--- config.mk ---
export PLATFORM = sky130hd
export DESIGN_NAME = ccg_lut_pipe_flat
export DESIGN_NICKNAME = d
export VERILOG_FILES = /design/src/rtl/ccg_lut_pipe_if.sv /design/src/rtl/ccg_lut_pipe.sv /design/src/flat_wrapper.sv
export SDC_FILE = /design/constraint.sdc
export NUM_CORES = 1
export LEC_CHECK = 0
export ABC_AREA = 1
export CORE_UTILIZATION = 25
export DETAILED_ROUTE_END_ITERATION = 10
export DONT_BUFFER_PORTS = 1
export PLACE_DENSITY = 0.4
export SLEW_MARGIN = 10
export SYNTH_ARGS = -nofsm -noshare
export SYNTH_HDL_FRONTEND = slang
export SYNTH_SLANG_ARGS = --single-unit
--- constraint.sdc ---
create_clock -name clk -period 7.1 [get_ports clk]
set_clock_uncertainty 0.05 [all_clocks]
set_input_delay 1.42 -clock clk [delete_from_list [all_inputs] [get_ports clk]]
set_output_delay 1.42 -clock clk [all_outputs]
set_load 0.005 [all_outputs]
--- src/rtl/ccg_lut_pipe_if.sv ---
// Bundle of config, input, output and signature signals for ccg_lut_pipe.
// The master modport drives stimulus; the slave modport is the LUT pipe itself.
interface ccg_lut_pipe_if #(
  parameter int unsigned N_IN  = 3,
  parameter int unsigned N_OUT = 16
);
  localparam int unsigned T = 1 << N_IN;

  logic             cfg_valid;
  logic             cfg_ready;
  logic [T-1:0]     cfg_data;
  logic             cfg_last;
  logic             cfg_err;
  logic             in_valid;
  logic             in_ready;
  logic [N_IN-1:0]  in_x;
  logic             out_valid;
  logic             out_ready;
  logic [N_OUT-1:0] out_f;
  logic             sig_clr;
  logic [N_OUT-1:0] sig;
  logic [1:0]       state;

  modport master (
    output cfg_valid, cfg_data, cfg_last, in_valid, in_x, out_ready, sig_clr,
    input  cfg_ready, cfg_err, in_ready, out_valid, out_f, sig, state
  );

  modport slave (
    input  cfg_valid, cfg_data, cfg_last, in_valid, in_x, out_ready, sig_clr,
    output cfg_ready, cfg_err, in_ready, out_valid, out_f, sig, state
  );
endinterface

--- src/rtl/ccg_lut_pipe.sv ---
// Programmable N_IN-input / N_OUT-output truth-table evaluator with a
// stallable PIPE-stage valid/ready pipeline and a MISR over every result.
module ccg_lut_pipe #(
  parameter int unsigned N_IN      = 3,
  parameter int unsigned N_OUT     = 16,
  parameter int unsigned PIPE      = 2,
  parameter logic [31:0] MISR_POLY = 32'h0000_B400
) (
  input logic           clk,
  input logic           rst,
  ccg_lut_pipe_if.slave bus_io
);
  localparam int unsigned T    = 1 << N_IN;
  localparam int unsigned IdxW = (N_OUT > 1) ? $clog2(N_OUT) : 1;
  localparam logic [IdxW-1:0]  LastIdx = IdxW'(N_OUT - 1);
  localparam logic [N_OUT-1:0] Poly    = MISR_POLY[N_OUT-1:0];

  typedef enum logic [1:0] {
    StIdle = 2'd0,
    StLoad = 2'd1,
    StRun  = 2'd2
  } state_e;

  state_e           state_q, state_d;
  logic [IdxW-1:0]  idx_q, idx_d;
  logic             err_q, err_d;
  logic [T-1:0]     tbl_q [N_OUT];
  logic [PIPE-1:0]  vld_q;
  logic [N_OUT-1:0] dat_q [PIPE];
  logic [N_OUT-1:0] sig_q, sig_d;
  logic [N_OUT-1:0] lookup;
  logic             adv, pipe_busy, cfg_ready, in_ready;
  logic             cfg_hs, in_hs, out_hs;

  assign adv       = !vld_q[PIPE-1] || bus_io.out_ready;
  assign pipe_busy = |vld_q;
  assign cfg_hs    = bus_io.cfg_valid && cfg_ready;
  assign in_hs     = bus_io.in_valid && in_ready;
  assign out_hs    = vld_q[PIPE-1] && bus_io.out_ready;

  // Handshake readiness: config is only taken in RUN once nothing is in flight.
  always_comb begin
    cfg_ready = 1'b0;
    in_ready  = 1'b0;
    unique case (state_q)
      StIdle, StLoad: cfg_ready = 1'b1;
      StRun: begin
        cfg_ready = !pipe_busy && !bus_io.in_valid;
        in_ready  = adv;
      end
      default: ;
    endcase
  end

  // Config framing: index is 0 in IDLE and RUN, so one rule covers every state.
  always_comb begin
    state_d = state_q;
    idx_d   = idx_q;
    err_d   = err_q;
    if (cfg_hs) begin
      if (idx_q == LastIdx) begin
        idx_d = '0;
        if (bus_io.cfg_last) begin
          state_d = StRun;
        end else begin
          state_d = StIdle;
          err_d   = 1'b1;
        end
      end else if (bus_io.cfg_last) begin
        idx_d   = '0;
        state_d = StIdle;
        err_d   = 1'b1;
      end else begin
        idx_d   = idx_q + 1'b1;
        state_d = StLoad;
      end
    end
  end

  // Control state register.
  always_ff @(posedge clk or posedge rst) begin
    if (rst) begin
      state_q <= StIdle;
      idx_q   <= '0;
      err_q   <= 1'b0;
    end else begin
      state_q <= state_d;
      idx_q   <= idx_d;
      err_q   <= err_d;
    end
  end

  // Truth-table storage, written by every accepted config beat.
  always_ff @(posedge clk or posedge rst) begin
    if (rst) begin
      for (int k = 0; k < int'(N_OUT); k++) tbl_q[k] <= '0;
    end else if (cfg_hs) begin
      tbl_q[idx_q] <= bus_io.cfg_data;
    end
  end

  // Table lookup at stage 0: bit k is table k indexed by the input vector.
  always_comb begin
    lookup = '0;
    for (int k = 0; k < int'(N_OUT); k++) lookup[k] = tbl_q[k][bus_io.in_x];
  end

  // Pipeline: everything shifts on adv; data only moves behind a valid so
  // out_f keeps its last value across bubbles.
  always_ff @(posedge clk or posedge rst) begin
    if (rst) begin
      vld_q <= '0;
      for (int i = 0; i < int'(PIPE); i++) dat_q[i] <= '0;
    end else if (adv) begin
      vld_q[0] <= in_hs;
      if (in_hs) dat_q[0] <= lookup;
      for (int i = 1; i < int'(PIPE); i++) begin
        vld_q[i] <= vld_q[i-1];
        if (vld_q[i-1]) dat_q[i] <= dat_q[i-1];
      end
    end
  end

  // MISR next state; clear wins over a same-cycle output handshake.
  always_comb begin
    sig_d = sig_q;
    if (bus_io.sig_clr) begin
      sig_d = '0;
    end else if (out_hs) begin
      sig_d = {sig_q[N_OUT-2:0], 1'b0} ^ (sig_q[N_OUT-1] ? Poly : '0) ^ dat_q[PIPE-1];
    end
  end

  // Signature register.
  always_ff @(posedge clk or posedge rst) begin
    if (rst) sig_q <= '0;
    else     sig_q <= sig_d;
  end

  assign bus_io.cfg_ready = cfg_ready;
  assign bus_io.in_ready  = in_ready;
  assign bus_io.cfg_err   = err_q;
  assign bus_io.out_valid = vld_q[PIPE-1];
  assign bus_io.out_f     = dat_q[PIPE-1];
  assign bus_io.sig       = sig_q;
  assign bus_io.state     = state_q;
endmodule

--- src/flat_wrapper.sv ---
// flat-port wrapper written by rule: the top's interface ports become plain ports
module ccg_lut_pipe_flat 
#(
  parameter int unsigned N_IN      = 3,
  parameter int unsigned N_OUT     = 16,
  parameter int unsigned PIPE      = 2,
  parameter logic [31:0] MISR_POLY = 32'h0000_B400
)
  (clk, rst, bus_io_cfg_valid, bus_io_cfg_data, bus_io_cfg_last, bus_io_in_valid, bus_io_in_x, bus_io_out_ready, bus_io_sig_clr, bus_io_cfg_ready, bus_io_cfg_err, bus_io_in_ready, bus_io_out_valid, bus_io_out_f, bus_io_sig, bus_io_state);
  ccg_lut_pipe_if #(.N_IN(N_IN), .N_OUT(N_OUT)) bus_io_i ();
  input logic clk;
  input logic rst;
  input wire logic [$bits(bus_io_i.cfg_valid)-1:0] bus_io_cfg_valid;
  input wire logic [$bits(bus_io_i.cfg_data)-1:0] bus_io_cfg_data;
  input wire logic [$bits(bus_io_i.cfg_last)-1:0] bus_io_cfg_last;
  input wire logic [$bits(bus_io_i.in_valid)-1:0] bus_io_in_valid;
  input wire logic [$bits(bus_io_i.in_x)-1:0] bus_io_in_x;
  input wire logic [$bits(bus_io_i.out_ready)-1:0] bus_io_out_ready;
  input wire logic [$bits(bus_io_i.sig_clr)-1:0] bus_io_sig_clr;
  output wire logic [$bits(bus_io_i.cfg_ready)-1:0] bus_io_cfg_ready;
  output wire logic [$bits(bus_io_i.cfg_err)-1:0] bus_io_cfg_err;
  output wire logic [$bits(bus_io_i.in_ready)-1:0] bus_io_in_ready;
  output wire logic [$bits(bus_io_i.out_valid)-1:0] bus_io_out_valid;
  output wire logic [$bits(bus_io_i.out_f)-1:0] bus_io_out_f;
  output wire logic [$bits(bus_io_i.sig)-1:0] bus_io_sig;
  output wire logic [$bits(bus_io_i.state)-1:0] bus_io_state;
  assign bus_io_i.cfg_valid = bus_io_cfg_valid;
  assign bus_io_i.cfg_data = bus_io_cfg_data;
  assign bus_io_i.cfg_last = bus_io_cfg_last;
  assign bus_io_i.in_valid = bus_io_in_valid;
  assign bus_io_i.in_x = bus_io_in_x;
  assign bus_io_i.out_ready = bus_io_out_ready;
  assign bus_io_i.sig_clr = bus_io_sig_clr;
  assign bus_io_cfg_ready = bus_io_i.cfg_ready;
  assign bus_io_cfg_err = bus_io_i.cfg_err;
  assign bus_io_in_ready = bus_io_i.in_ready;
  assign bus_io_out_valid = bus_io_i.out_valid;
  assign bus_io_out_f = bus_io_i.out_f;
  assign bus_io_sig = bus_io_i.sig;
  assign bus_io_state = bus_io_i.state;
  ccg_lut_pipe #(.N_IN(N_IN), .N_OUT(N_OUT), .PIPE(PIPE), .MISR_POLY(MISR_POLY)) u_core (.clk(clk), .rst(rst), .bus_io(bus_io_i));
endmodule
==> results of run 1 <==
kinds of logic after synthesis:
family	share of synthesized area (%)
and+or+nand+nor	36.7
buffers and inverters	9.50
DFF	49.9
AOI/OAI and AO/OA	1.70
xor gates and xnor gates	1.42
adders and majority gates	0.809
through the flow:
| stage | instances | power [mW] | area (µm²) | hold WS [ns] | setup WS [ns] |
|---|---|---|---|---|---|
| floorplan | 1245 | 1.60 | 9270 | 0.392 | 0.601 |
| CTS | 1671 | 2.69 | 10100 | 0.426 | 3.42 |
| global route | 1671 | 2.82 | 10100 | 0.434 | 3.25 |
| detailed placement | 1639 | 1.66 | 9510 | 0.408 | 2.95 |
| global placement | 1639 | 1.65 | 9510 | 0.404 | 2.95 |
| finish | 1671 | 2.66 | 10100 | 0.422 | 3.26 |
registers in the layout, summed over array words and instances (netlist names):
| register | flops |
|---|---|
| u_core.bus_io.state | 2 |
| u_core.dat_q | 16 |
| u_core.bus_io.sig | 16 |
| u_core.vld_q | 2 |
| u_core.bus_io.out_f | 16 |
| u_core.bus_io.cfg_err | 1 |
| u_core.tbl_q | 128 |
| u_core.idx_q | 4 |
critical path, delay by kind of cell:
family / cells / cell delay, ns
buffers and inverters: 1 / 0.77
and+or+nand+nor: 5 / 1.94
power groups by stage:
stage	registers (mW)	logic (mW)	clock network (mW)
finish	1.29	0.344	1.03
global route	1.31	0.416	1.09
CTS	1.29	0.351	1.05
detailed placement	1.31	0.349	0
global placement	1.30	0.346	0
floorplan	1.28	0.315	0
how the worst max path moves through the flow:
stage,start,endpoint
4_1_cts,bus_io_out_ready,u_core.dat_q[23]
6_report,bus_io_out_ready,u_core.dat_q[31]
5_1_grt,bus_io_out_ready,u_core.dat_q[31]
3_3_place_gp,bus_io_out_ready,u_core.dat_q[23]
3_5_place_dp,bus_io_out_ready,u_core.dat_q[23]
2_1_floorplan,rst,u_core.bus_io.cfg_err
layout make-up:
type	instances	area [µm²]
Multi-Input combinational cell	855	3770
Tap cell	468	586
Inverter	124	473
Timing Repair Buffer	7	52.6
Fill cell	4025	26400
Sequential cell	185	4630
Clock inverter	14	188
Clock buffer	18	429
routing by layer:
metal,vias up,routed length [µm]
li1,3746,-
met1,3632,14400
met2,157,12500
met3,14,1330
met4,0,295
met5,-,0
placed cells by master, fill, tap and decap left out, drive strengths merged, types with 2 or more instances in the layout:
master,instances
a21oi,6
bufinv,3
xnor2,14
inv,128
clkbuf,18
o22ai,2
nand2,526
nand3,248
nor2,30
o21ai,19
clkinvlp,3
clkinv,4
dfrtp,185
buf,7
ha,6
==> results by group, run 1 <==
Outcome
  – Status: complete, no violations

CTS
  – Clock Latency Late Sink: ~0.45 ns
  – Post-CTS Resized: 0
  – CTS tree: built
  – Hold-fix buffers, CTS: 0
  – H-tree depth: 4
  – Clock Path Buffers: 2
  – Total CTS buffers: 17
  – Root Driver: clkbuf_16
  – Post-CTS Setup Inserts: 0
  – Sink Count: around 190
  – CTS clk-pin slew, worst paths: 0.07 ns

Die
  – IO Pins: 56
  – Initial Util: between 20% and 30%
  – Die Span Y: between 150 and 200 µm
  – Core area: 36500 µm²
  – Die width: 195 µm
  – Die Area: between 30000 and 40000 µm²
  – # rows: 70

Power
  – Sw Pwr: roughly 0.77 mW
  – VDD IR max: between 0.1 and 0.15 mV
  – Int Pwr: 1.89 mW
  – PD cells: approximately 260 nW/µm²
  – Lkg Pwr: 5.25 nW
  – Sw Share: slightly below 30%
  – Clock Power Share: ~39%
  – Flop pwr share: between 40 and 50%
  – Combinational share of power: between 10% and 20%

Synthesis
  – Synth cell count leaders: nand2_1 (512), nand3_1 (248), dfrtp_1 (185)
  – Seq/Total Area, Yosys: approximately 50%
  – Synthesized area per cell: approximately 7.4 µm²
  – Mapped Area: 9270 µm²
  – Syn Inst Count: ~1200
  – Top cell type's share of synthesized area: between 40% and 50%
  – Main area contributors after synthesis: dfrtp_1 (50%), nand2_1 (21%), nand3_1 (13%)
  – Ys async rst share: 100%
  – Synth warnings: 0
  – Most frequent cell after synthesis: nand2_1
  – Yosys reg bits: between 150 and 200
  – Post-synth EDFFs: 0
  – Area leader, netlist: dfrtp_1
  – Most used DFF post-synth: dfrtp_1
  – Unique masters post-synth: 21
  – Syn_nets: ~1300

Final layout
  – Ant. Diodes: 0
  – Nets: about 1200
  – Synth-to-Final Area Change: 9.22%
  – Core Util, Final: around 28%
  – Layout cells sized above 1: between 5 and 6%

Routing
  – Via count: around 7500
  – DRT antenna net count: 0
  – Initial detailed-routing violation count: 458
  – WL/cell: 17.1 µm
  – # DRC: 0
  – Via/cell ratio: between 4 and 5
  – Routed WL: around 29000 µm
  – Pre-antenna DRT Iters: 5

Worst setup path
  – Reg-to-Reg End: u_core.dat_q[31]
  – Crit Path Max Fanout: 18
  – Critical path type: primary input to flop
  – Reg-to-reg startpoint: u_core.bus_io.state[1]
  – Startpoint Class: primary input
  – CP Data Required Time: around 7.4 ns
  – R2R depth: 6
  – Arrival @ worst endpoint: about 4.2 ns
  – CP peak stage delay: 0.81 ns
  – Critical-path cell list: nor2_1 -> nor2_1 -> nand2_1 -> inv_2 -> nand3_1 -> nand2_1
  – Crit path capture type: flop
  – FF-to-FF setup slack: ~3.7 ns
  – Crit-path slowest cell: nand2_1

Placement
  – GP Congestion: ~0.72
  – Port Buffer Count: 0
  – Hpwl dp: 16500 µm

Timing
  – Unrepaired setup endpoints after global routing: false
  – Max Freq: ~260 MHz
  – Final setup vio count: 0
  – Fin. max-slew vios: 0
  – Worst-margin pin slew: about 1.0 ns
  – Slew headroom: 33.0%
  – Final Hold Vio Count: 0
  – Fin crit share: between 50% and 60%
  – Total negative slack: 0 ns
  – Fin crit period: approximately 3.8 ns

Global route
  – Vias in the first global route: about 7500
  – Met2 usage: between 20% and 30%
  – Initial antenna violation count: 0
  – Gr busiest metal: met2
  – Largest net degree at the start of global routing: 85
  – Gr ovfl total: 0
  – First-pass GRT wire length: 45600 µm
  – GRT Util Overall: around 16%
  – Met1 Use GR: 22.8%
  – Met3 Resource Use GR: 2.88%

Min path
  – Worst min path class: flop to flop
  – Hold EP: u_core.tbl_q[59]
  – Worst hold stages: 2
  – Worst Min Path Start: u_core.tbl_q[59]

Job
  – Max-cap violations: 0
Note: power is estimated with default switching activity, not from simulation.
==> run 2, diff against run 1 <==
==> constraint.sdc (replaced) <==
create_clock -name clk -period 3.55 [get_ports clk]
set_clock_uncertainty 0.05 [all_clocks]
set_input_delay 0.71 -clock clk [delete_from_list [all_inputs] [get_ports clk]]
set_output_delay 0.71 -clock clk [all_outputs]
set_load 0.005 [all_outputs]
==> run 2 against run 1 <==
  * Combinational power up 100%
  * Die area unchanged
  * Non-clock buffer count up 9
  * Cell area up 0.49%
  * Clock power up 83%
  * Sequential power up 99%
  * Global-route usage about the same
  * Via count up 0.28%
==> results by group, run 2 (synthesized netlist as in run 1, its figures left out) <==
Placement
  – Hpwl dp: between 15000 and 20000 µm
  – Post-place setup slack: 0.858 ns
  – Port Buffer Count: 0
  – GP Congestion: between 0.7 and 0.8

Worst setup path
  – Startpoint Class: flop
  – CP Launch Point: u_core.bus_io.state[1]
  – Crit path capture type: flop
  – Crit Path Max Fanout: 18
  – Arrival @ worst endpoint: slightly above 3 ns
  – Reg-to-reg startpoint: u_core.bus_io.state[1]
  – CP Capture Point: u_core.dat_q[19]
  – CP Data Required Time: 3.87 ns
  – FF-to-FF setup slack: between 0.8 and 0.9 ns
  – Critical path type: flop to flop
  – R2R depth: 6
  – Reg-to-Reg End: u_core.dat_q[19]

Final layout
  – Max reg flops: between 100 and 150
  – Nets: roughly 1200
  – Register area: between 4000 and 5000 µm²
  – Synth-to-Final Area Change: 9.75%
  – Reg with most FFs: u_core.tbl_q
  – Ant. Diodes: 0
  – Number of fill cells in the layout: approximately 4100
  – Layout cells sized above 1: approximately 6.2%
  – Commonest non-fill, non-tap cells in the layout: nand2_1 (512), nand3_1 (248), dfrtp_1 (185)
  – Most common cell after layout, fill and taps aside: nand2_1
  – Multi-input logic area: 3770 µm²

Routing
  – DRT antenna net count: 0
  – Initial detailed-routing violation count: around 570
  – # DRC: 0
  – Via/cell ratio: between 4 and 5
  – Routed WL: around 28000 µm
  – Pre-antenna DRT Iters: 4
  – WL/cell: between 15 and 20 µm
  – Via count: 7570

Min path
  – Worst min path class: primary input to flop
  – Worst hold stages: 2

Timing
  – Unrepaired setup endpoints after global routing: false
  – Fin crit share: around 77%
  – Max Freq: between 300 and 400 MHz
  – Hold slack: 0.341 ns
  – Final Hold Vio Count: 0
  – Worst-margin pin slew: around 0.93 ns
  – Final setup vio count: 0
  – Fin crit period: about 2.7 ns
  – Final WS setup: between 0.8 and 0.9 ns
  – Slew headroom: 38.1%
  – Total negative slack: 0 ns
  – Fin. max-slew vios: 0

Global route
  – Vias in the first global route: approximately 7500
  – Largest net degree at the start of global routing: 152
  – First-pass GRT wire length: about 46000 µm
  – Initial antenna violation count: 0
  – Gr ovfl total: 0
  – GRT Util Overall: ~16%

Power
  – VDD IR max: roughly 0.34 mV
  – Clock Power Share: roughly 37%
  – Flop pwr share: approximately half
  – PD cells: 506 nW/µm²
  – Combinational share of power: 13.5%
  – Sw Pwr: about 1.5 mW
  – Sw Share: 28.9%
  – Int Pwr: about 3.7 mW
  – Lkg Pwr: ~5.3 nW

CTS
  – Hold-fix buffers, CTS: 1
  – Clock Latency Late Sink: 0.44 ns
  – CTS tree: built
  – Total CTS buffers: 17
  – Sink Count: between 150 and 200
  – Clock Path Buffers: 2
  – CTS clk-pin slew, worst paths: around 0.070 ns
  – Root Driver: clkbuf_16
  – Post-CTS Resized: 0
  – Post-CTS Setup Inserts: 0
  – H-tree depth: 4

Outcome
  – Status: complete, no violations

Die
  – Die Area: approximately 38000 µm²
  – # rows: 70
  – Initial Util: approximately 25%
  – IO Pins: 56
  – Core area: approximately 37000 µm²
  – Die Span Y: 195 µm
  – Die width: a little under 200 µm

Job
  – Max-cap violations: 0
==> run 2: changes by cell type in the layout (fill, tap and decap cells not counted), sizes merged <==
cell         delta
buf             +8
bufinv          -2
clkbuf          +3
clkinv          +1
clkinvlp        -1
dlygate4sd3     +1
inv             -1
==> run 2: metrics by stage <==
step           instances  cell area [µm²]  utilization (%)  total power [mW]
3_3_place_gp        1647             9610             26.3              3.31
4_1_cts             1680            10200             27.9              5.24
2_1_floorplan       1245             9280                -              3.19
5_1_grt             1680            10200             27.9              5.49
3_5_place_dp        1647             9610             26.3              3.32
6_report            1680            10200             27.9              5.15
==> run 2: layout make-up <==
cell class | instances | area share (%)
Inverter | 124 | 4.61
Multi-Input combinational cell | 855 | 37.0
Sequential cell | 185 | 45.5
Tap cell | 468 | 5.75
Clock inverter | 11 | 1.11
Clock buffer | 21 | 4.43
Timing Repair Buffer | 16 | 1.57
==> run 2: metal layers <==
layer	GRT usage (%)	share of wire (%)
met1	22.3	51
met2	24.8	43
met3	3.38	5.1
met4	3.47	0.79
met5	0	0
==> run 2: power by group through the flow <==
stage	Combinational (mW)	Sequential, mW	Clock [mW]
5_1_grt	0.842	2.61	2.03
6_report	0.698	2.57	1.88
4_1_cts	0.712	2.57	1.96
3_3_place_gp	0.703	2.61	0
3_5_place_dp	0.708	2.61	0
2_1_floorplan	0.630	2.56	0
==> run 2: worst min-delay path by stage <==
stage / from / endpoint / slack, ns
finish: bus_io_cfg_data[7] / u_core.tbl_q[7] / 0.34
global route: bus_io_cfg_data[0] / u_core.tbl_q[16] / 0.34
CTS: bus_io_cfg_data[7] / u_core.tbl_q[7] / 0.32
detailed placement: u_core.tbl_q[59] / u_core.tbl_q[59] / 0.41
global placement: u_core.tbl_q[64] / u_core.tbl_q[64] / 0.40
floorplan: u_core.tbl_q[13] / u_core.tbl_q[13] / 0.39
==> run 2: critical path, stage by stage, from the launching register on <==
cell,delay [ns]
dfrtp_1,0.51
nand2_1,0.23
nor2_1,0.31
nand2_1,0.44
inv_2,0.61
nand3_1,0.35
nand2_1,0.13
==> run 3, diff against run 2 <==
==> constraint.sdc (replaced) <==
create_clock -name clk -period 2.6 [get_ports clk]
set_clock_uncertainty 0.05 [all_clocks]
set_input_delay 0.52 -clock clk [delete_from_list [all_inputs] [get_ports clk]]
set_output_delay 0.52 -clock clk [all_outputs]
set_load 0.005 [all_outputs]
==> run 3 against run 2 <==
  * Sequential share of layout area decreased by 0.37 points
  * Die area unchanged
  * Sequential cell count stayed put
  * Highest routed layer unchanged
  * Largest power group unchanged
  * Worst setup slack lost 0.44 ns
  * Clock power up 39%
  * Core utilization increased by 0.23 points
  * Critical path type unchanged
  * Power up 38%
==> results by group, run 3 (synthesized netlist as in run 1, its figures left out) <==
Placement
  – Placed inst area: 9690 µm²
  – GP Congestion: between 0.7 and 0.8
  – Placed Cells: 1651
  – Hpwl dp: 17000 µm
  – Port Buffer Count: 0

Die
  – Initial Util: between 20% and 30%
  – Die width: approximately 200 µm
  – # rows: 70
  – IO Pins: 56
  – Die Span Y: around 190 µm
  – Core area: roughly 37000 µm²
  – Die Area: around 38000 µm²

Global route
  – Largest net degree at the start of global routing: 77
  – Vias in the first global route: approximately 7600
  – Gr ovfl total: 0
  – First-pass GRT wire length: 46500 µm
  – Initial antenna violation count: 0
  – GRT Util Overall: around 16%

Routing
  – DRT antenna net count: 0
  – # DRC: 0
  – Initial detailed-routing violation count: between 500 and 600
  – Routed WL: roughly 29000 µm
  – WL/cell: approximately 17 µm
  – Pre-antenna DRT Iters: 5
  – Via/cell ratio: 4.55
  – Via count: ~7700

Min path
  – Worst min path class: primary input to flop
  – Worst Min Path Start: bus_io_cfg_data[7]

Timing
  – Total negative slack: 0 ns
  – Fin crit share: a little over four fifths
  – Max Freq: roughly 450 MHz
  – Fin. max-slew vios: 0
  – Final setup vio count: 0
  – Worst-margin pin slew: about 0.67 ns
  – Hold slack: 0.133 ns
  – Slew headroom: 55.3%
  – Fin crit period: 2.21 ns
  – Unrepaired setup endpoints after global routing: false
  – Final Hold Vio Count: 0

CTS
  – Total CTS buffers: 17
  – CTS tree: built
  – Clock Latency Late Sink: roughly 0.45 ns
  – Sink Count: around 190
  – Clock Path Buffers: 2
  – H-tree depth: 4
  – CTS clk-pin slew, worst paths: 0.07 ns
  – Root Driver: clkbuf_16

Worst setup path
  – CP Data Required Time: 2.89 ns
  – Critical path type: flop to flop
  – Startpoint Class: flop
  – Crit path capture type: flop
  – Reg-to-reg startpoint: u_core.vld_q[1]
  – CP Launch Point: u_core.vld_q[1]
  – Arrival @ worst endpoint: about 2.5 ns
  – Crit Path Max Fanout: 47

Final layout
  – Post-route cell area: 10300 µm²
  – Max reg flops: approximately 130
  – Commonest non-fill, non-tap cells in the layout: nand2_1 (512), nand3_1 (248), dfrtp_1 (185)
  – Layout Cells excl Fill: 1684
  – Synth-to-Final Area Change: 10.6%
  – Reg with most FFs: u_core.tbl_q
  – Layout cells sized above 1: about 6.6%
  – Ant. Diodes: 0
  – Nets: between 1000 and 1500
  – Most common cell after layout, fill and taps aside: nand2_1

Power
  – Lkg Pwr: roughly 5.3 nW
  – Total Power: slightly above 7 mW
  – PD cells: 694 nW/µm²
  – VDD IR max: between 0.4 and 0.5 mV

Job
  – Max-cap violations: 0

Outcome
  – Status: complete, no violations
run 3: cell types whose count changed in the layout (fill, tap and decap cells not counted), sizes merged:
cell	before	now
buf	15	19
clkbuf	21	20
clkinv	5	6
clkinvlp	2	4
inv	127	125
run 3: routing by layer:
metal / global-route usage (%) / routed length, µm / vias up
met4: 3.79 / 306 / 0
li1: - / - / 3771
met2: 24.6 / 12600 / 177
met5: 0 / 0 / -
met1: 23.3 / 14800 / 3702
met3: 2.97 / 1290 / 18
run 3: path summary, 6_finish.rpt:
path / endpoint / slack (ns) / cells past startpoint
min: u_core.tbl_q[7] / 0.13 / 2
max reg2reg: u_core.tbl_q[98] / 0.39 / 7
min in group asynchronous: u_core.bus_io.sig[12] / 0.58 / 2
min reg2reg: u_core.tbl_q[51] / 0.42 / 2
max in group asynchronous: u_core.tbl_q[102] / 1.10 / 3
max: u_core.tbl_q[98] / 0.39 / 7
run 3: area by class of cell:
cell class | count | area (µm²)
Clock buffer | 20 | 447
Clock inverter | 12 | 119
Fill cell | 4021 | 26300
Inverter | 124 | 469
Multi-Input combinational cell | 855 | 3770
Sequential cell | 185 | 4630
Tap cell | 468 | 586
Timing Repair Buffer | 20 | 240
run 3: report_power, final:
| part | switching (mW) | internal [mW] | total, mW |
|---|---|---|---|
| registers | 0.227 | 3.28 | 3.51 |
| logic | 0.636 | 0.361 | 0.997 |
| clock network | 1.25 | 1.36 | 2.61 |
| total | 2.12 | 5.00 | 7.12 |
run 3: critical path: stages, from the launching register on:
cell,delay [ns]
dfrtp_1,0.43
nor2_1,0.37
nand2_1,0.20
a21boi_4,0.40
buf_12,0.30
nand2_2,0.18
nand2_1,0.10
nand2_1,0.05
run 3: what timing repair did:
action                    in CTS  in global routing
buffers inserted               0                  0
resized for setup              0                  0
hold buffers                   1                  0
hold endpoints to repair      19                  0
run 3: metrics by stage:
stage / util, % / worst slack, ns
after floorplan: - / -0.349
after global placement: 26.5 / 0.397
after detailed placement: 26.5 / 0.379
after CTS: 28.1 / 0.376
after global routing: 28.1 / 0.243
final: 28.1 / 0.395
